## src/rtl/sample_stream_reader.sv

```systemverilog
// Circular sample store between the 44 kHz capture register and the downstream consumer.
// Optional macro STATUS_COUNTERS_EN adds saturating underrun/overflow event counters.
module sample_stream_reader #(
    parameter int Width = 23,
    parameter int Depth = 4,
    parameter int AddrW = 2
) (
    input  logic             clk44kHz,
    input  logic             reset,
    input  logic             enable,
    input  logic [Width-1:0] datoIn,
    input  logic             listo,
    output logic [Width-1:0] datoOut,
    output logic             valido,
    output logic [AddrW:0]   nivel,
    output logic             vacio,
    output logic             lleno,
`ifdef STATUS_COUNTERS_EN
    output logic [7:0]       cnt_subflujo,
    output logic [7:0]       cnt_desborde,
`endif
    output logic             subflujo,
    output logic             desborde
);

    localparam logic [AddrW:0] FULL_LVL = (AddrW+1)'(Depth);

    logic [Width-1:0] mem_r [Depth];
    logic [AddrW-1:0] wr_ptr_r;
    logic [AddrW-1:0] rd_ptr_r;
    logic [AddrW:0]   nivel_r;
    logic [Width-1:0] dato_r;
    logic             valido_r;
    logic             vacio_r;
    logic             lleno_r;
    logic             subflujo_r;
    logic             desborde_r;

    logic             read_s;
    logic             write_s;
    logic             overflow_s;
    logic             underrun_s;
    logic [AddrW:0]   nivel_nxt_s;
    logic [AddrW:0]   remain_s;
    logic [AddrW-1:0] rd_ptr_nxt_s;
    logic [AddrW-1:0] wr_ptr_nxt_s;
    logic [Width-1:0] head_nxt_s;

    // Handshake decode, occupancy update and next head selection.
    always_comb begin
        read_s       = valido_r & listo;
        write_s      = enable & (~lleno_r | read_s);
        overflow_s   = enable & lleno_r & ~read_s;
        underrun_s   = listo & ~valido_r;
        nivel_nxt_s  = nivel_r;
        remain_s     = nivel_r;
        rd_ptr_nxt_s = rd_ptr_r;
        wr_ptr_nxt_s = wr_ptr_r;
        head_nxt_s   = dato_r;

        case ({write_s, read_s})
            2'b10:   nivel_nxt_s = nivel_r + (AddrW+1)'(1'b1);
            2'b01:   nivel_nxt_s = nivel_r - (AddrW+1)'(1'b1);
            default: nivel_nxt_s = nivel_r;
        endcase

        if (read_s) begin
            rd_ptr_nxt_s = rd_ptr_r + AddrW'(1'b1);
            remain_s     = nivel_r - (AddrW+1)'(1'b1);
        end else begin
            rd_ptr_nxt_s = rd_ptr_r;
            remain_s     = nivel_r;
        end

        if (write_s) begin
            wr_ptr_nxt_s = wr_ptr_r + AddrW'(1'b1);
        end else begin
            wr_ptr_nxt_s = wr_ptr_r;
        end

        // An empty store after the pop means the incoming sample becomes the head directly.
        if (nivel_nxt_s == (AddrW+1)'(1'b0)) begin
            head_nxt_s = dato_r;
        end else if (remain_s == (AddrW+1)'(1'b0)) begin
            head_nxt_s = datoIn;
        end else begin
            head_nxt_s = mem_r[rd_ptr_nxt_s];
        end
    end

    // Sample storage; slot under the write pointer is loaded on an accepted write.
    always_ff @(posedge clk44kHz) begin
        if (reset) begin
            for (int i = 0; i < Depth; i++) begin
                mem_r[i] <= {Width{1'b0}};
            end
        end else if (write_s) begin
            mem_r[wr_ptr_r] <= datoIn;
        end
    end

    // Pointers, occupancy, head register and status flags.
    always_ff @(posedge clk44kHz) begin
        if (reset) begin
            wr_ptr_r   <= {AddrW{1'b0}};
            rd_ptr_r   <= {AddrW{1'b0}};
            nivel_r    <= {(AddrW+1){1'b0}};
            dato_r     <= {Width{1'b0}};
            valido_r   <= 1'b0;
            vacio_r    <= 1'b1;
            lleno_r    <= 1'b0;
            subflujo_r <= 1'b0;
            desborde_r <= 1'b0;
        end else begin
            wr_ptr_r   <= wr_ptr_nxt_s;
            rd_ptr_r   <= rd_ptr_nxt_s;
            nivel_r    <= nivel_nxt_s;
            dato_r     <= head_nxt_s;
            valido_r   <= (nivel_nxt_s != (AddrW+1)'(1'b0));
            vacio_r    <= (nivel_nxt_s == (AddrW+1)'(1'b0));
            lleno_r    <= (nivel_nxt_s == FULL_LVL);
            subflujo_r <= underrun_s;
            desborde_r <= overflow_s;
        end
    end

`ifdef STATUS_COUNTERS_EN
    logic [7:0] cnt_sub_r;
    logic [7:0] cnt_des_r;

    // Saturating event counters, stepping on the same edge that raises each pulse.
    always_ff @(posedge clk44kHz) begin
        if (reset) begin
            cnt_sub_r <= 8'd0;
            cnt_des_r <= 8'd0;
        end else begin
            if (underrun_s && (cnt_sub_r != 8'hFF)) begin
                cnt_sub_r <= cnt_sub_r + 8'd1;
            end else begin
                cnt_sub_r <= cnt_sub_r;
            end
            if (overflow_s && (cnt_des_r != 8'hFF)) begin
                cnt_des_r <= cnt_des_r + 8'd1;
            end else begin
                cnt_des_r <= cnt_des_r;
            end
        end
    end

    assign cnt_subflujo = cnt_sub_r;
    assign cnt_desborde = cnt_des_r;
`endif

    assign datoOut  = dato_r;
    assign valido   = valido_r;
    assign nivel    = nivel_r;
    assign vacio    = vacio_r;
    assign lleno    = lleno_r;
    assign subflujo = subflujo_r;
    assign desborde = desborde_r;

endmodule

```

## config.mk

```make
export PLATFORM = sky130hd
export DESIGN_NAME = sample_stream_reader
export DESIGN_NICKNAME = d
export VERILOG_FILES = /design/src/rtl/sample_stream_reader.sv
export SDC_FILE = /design/constraint.sdc
export NUM_CORES = 1
export LEC_CHECK = 0
export CORE_AREA = 2 2 128 99
export DETAILED_ROUTE_END_ITERATION = 10
export DIE_AREA = 0 0 130 101
export GPL_ROUTABILITY_DRIVEN = 0
export PLACE_DENSITY = 0.75
export REMOVE_ABC_BUFFERS = 1
export SYNTH_ARGS = -nofsm -noshare
export SYNTH_HDL_FRONTEND = slang
export SYNTH_SLANG_ARGS = --single-unit
```

## constraint.sdc

```tcl
create_clock -name clk44kHz -period 5.6 [get_ports clk44kHz]
set_input_delay 1.4 -clock clk44kHz [delete_from_list [all_inputs] [get_ports clk44kHz]]
set_output_delay 1.4 -clock clk44kHz [all_outputs]
set_load 0.01 [all_outputs]
```

==> impl_metrics.tcl <==
set metrics [dict create \
    synth_enable_flop_cells 92 \
    cts_tree "built" \
    horizontal_extent_of_the_die_um 130 \
    cp-start-kind "input pin" \
    numCtsBuffers 17 \
    design.final.nets 652 \
    final_layout_size_suffix_gt1_share_pct 8.833 \
    leakage_nw 2.787 \
    clockBufferDepth 2 \
    number_of_levels_the_h_tree_was_split_into 4 \
    cp_data_arrival_time_ps 4480 \
    grt_most_used_layer "met2" \
    fp.dieH_um 101 \
    avgSynthCellArea_um2 10.87 \
    first_global_vias 4883 \
    dominantRegCellSynth "edfxtp_1" \
    row_count 35 \
    antenna_cells 0 \
    area.growth.synth_to_final_pct 19.19 \
    design.portCount 58 \
    grt_remaining_overflow 0 \
    grt_use_met1_pct 33.58 \
    power_density_mw_per_mm2 385.8 \
    floorplan.core_area_mm2 0.01196 \
    holdCritPathClass "flop to flop" \
    syn_inst 587 \
    ctsRootBufferMaster "clkbuf_16" \
    detailedRoute.firstPassIterationCount 5 \
    fin_skew_ps 6.330 \
    layout_common_cells "edfxtp_1 (92), clkdlybuf4s50_1 (57), nor2_1 (53), and2_1 (44), a22o_1 (43)" \
    cts.hold.buffers_added 0 \
    timing.final.setup_violations 0 \
    slew_headroom_pct 32.87 \
    worst_pin_slew_ps 1007 \
    initial_core_util_pct 53.39 \
    finalWorstPathRequiredPeriod_ps 4123 \
    grt.met3_usage_pct 6.741 \
    mostFrequentLayoutCell "edfxtp_1" \
    max-cap-violations 0 \
    fin_area_mm2 0.007607 \
    synth_cell_types 52 \
    rsz0062_at_grt "false" \
    synth.yosys.seq_area_share_pct 54.26 \
    cell_area_after_technology_mapping_mm2 0.006382 \
    timing.final.crit_share_pct 73.62 \
    post-route-drc-count 0 \
    grtUsageMet2_pct 43.33 \
    fmax_mhz 242.6 \
    total_routing_usage_reported_by_global_routing_pct 26.19 \
    timing.setup.tns_ps 0 \
    synth-seq-cells 127 \
    grt_pass1_wl_um 25760 \
    final_antenna_net_count 0 \
    finish.cell_count_without_fillers 800 \
    synth-async-reset-ratio_pct 0 \
    vias 4824 \
    crit_slowest_cell "clkdlybuf4s50_1" \
    storage_element_area_mm2 0.003466 \
    run_status "complete, no violations" \
    path_cells "clkdlybuf4s50_1 > nand2_4 > nand2_1 > nand2_1 > ha_1 > nor3_1 > a31oi_1 > o31a_1 > o21ba_1 > buf_4 > a22o_1" \
    critPathMaxFanout 28 \
    drt-total-wl_um 16100 \
    yosysWarningCount 0 \
    hpwl_detailed_um 9495 \
    port-buffer-count 57 \
    n_fill_cell 925 \
    worst-endpoint-required_ps 5960 \
    numClockSinks 127 \
    cp_endpoint_kind "flop" \
    routedWlPerCell_um 20.13 \
    post_drt_via_cell_ratio 6.030 \
    path_clk_slew_ps 60 \
    slowest_delay_ps 520 \
    place_area_mm2 0.006994 \
    timing_worst_setup_path_type "input pin to flop" \
    pin_count_of_the_biggest_net_entering_global_routing 56 \
    dp.cells 768 \
    cts-resized-gates 0 \
    power.ir.vdd_worst_mv 0.2622 \
    clk-insertion-delay-late_ps 420 \
    fp.dieArea_mm2 0.01313 \
    drt-initial-drc-count 431 \
    crit_buf_inv 2 \
    slew_viol_final 0 \
    worst_path_most_repeated_cell "nand2_1" \
    multiInputGateArea_mm2 0.002532 \
    hold_viol_final 0 \
    crit_family "compound AO/OA/AOI/OAI gates" \
    postCtsSetupBuffers 0 \
    antenna_violations_before_repair 0 \
]
==> worst paths after layout <==
kind                                 from                       to  slack [ps]  cells after the start
setup / recovery                    listo  datoOut[6]$_SDFFE_PP0P_        1480                     11
hold / removal    datoOut[0]$_SDFFE_PP0P_  datoOut[0]$_SDFFE_PP0P_         480                      1
setup reg to reg        valido$_SDFF_PP0_  datoOut[6]$_SDFFE_PP0P_        2230                     11
hold reg to reg   datoOut[0]$_SDFFE_PP0P_  datoOut[0]$_SDFFE_PP0P_         480                      1
==> per-layer routing <==
layer	wire length [µm]	part of all wire, %
met5	0	0
met4	267	1.7
met3	1418	8.8
met2	7820	49
met1	6595	41
==> state kept, by name (all words and copies together) (netlist names) <==
name and flops:
mem_r 92, datoOut 23, nivel 3, rd_ptr_r 2, wr_ptr_r 2, desborde 1, lleno 1, subflujo 1
vacio 1, valido 1
==> cell type report <==
class,count,share of cell area [%]
Tap cell,166,2.730
Clock buffer,20,5.872
Timing Repair Buffer,72,8.980
Multi-Input combinational cell,375,33.29
Sequential cell,127,45.56
Inverter,28,1.382
Clock inverter,12,2.188
==> per-stage QoR <==
stage	total power [W]	utilization (%)	setup WS [ps]	hold slack, ps
floorplan	0.001529	-	1354	499.5
global placement	0.001760	58.50	1259	458.3
detailed placement	0.001782	58.50	1109	465.9
CTS	0.002938	63.63	1533	478.5
global route	0.003053	63.63	1283	488.5
finish	0.002935	63.63	1477	475.4
==> where the power goes <==
group          internal [W]  switching [W]  leakage, nW  total [W]
clock network      0.000751       0.000408        0.295    0.00116
logic              0.000274       0.000335         1.25   0.000609
registers           0.00111      0.0000590         1.25    0.00117
==> cell usage after synthesis (all sizes together), types with 2 or more instances <==
cell | count | area share, %
a31oi | 3 | 0.29
mux2 | 2 | 0.35
ha | 4 | 0.78
nand4b | 21 | 2.9
nand3b | 2 | 0.24
xor2 | 2 | 0.27
nand2 | 29 | 1.8
clkbuf | 31 | 1.9
nand2b | 3 | 0.29
mux2i | 22 | 3.5
edfxtp | 92 | 43
nor2b | 3 | 0.29
buf | 26 | 2.7
nor3 | 2 | 0.24
nand3 | 4 | 0.31
xnor2 | 3 | 0.41
dfxtp | 35 | 11
o22ai | 23 | 2.3
a21oi | 24 | 1.9
o21ai | 24 | 1.9
a22o | 43 | 5.9
and2 | 44 | 4.3
inv | 28 | 1.6
o31ai | 21 | 2.5
nor3b | 4 | 0.55
o2bb2ai | 21 | 2.9
nor2 | 53 | 3.1
o21bai | 2 | 0.24
==> worst reg2reg max path, stage by stage, from the launching register on <==
cell and delay, ps:
dfxtp_1 310, buf_4 370, nand2_4 300, nand2_1 200, nand2_1 160, ha_1 500
nor3_1 80, a31oi_1 170, o31a_1 250, o21ba_1 510, buf_4 320, a22o_1 160
==> logic make-up after synthesis <==
family                     count (synthesis)  synth area share, %
DFF                                      127                54.26
adders and majority gates                  4               0.7842
and+or+nand+nor                          170                14.64
AOI/OAI and AO/OA                        171                19.29
xor gates and xnor gates                   5               0.6863
buffers and inverters                     85                6.175
muxes                                     25                4.156
(Power assumes the default switching activity.)
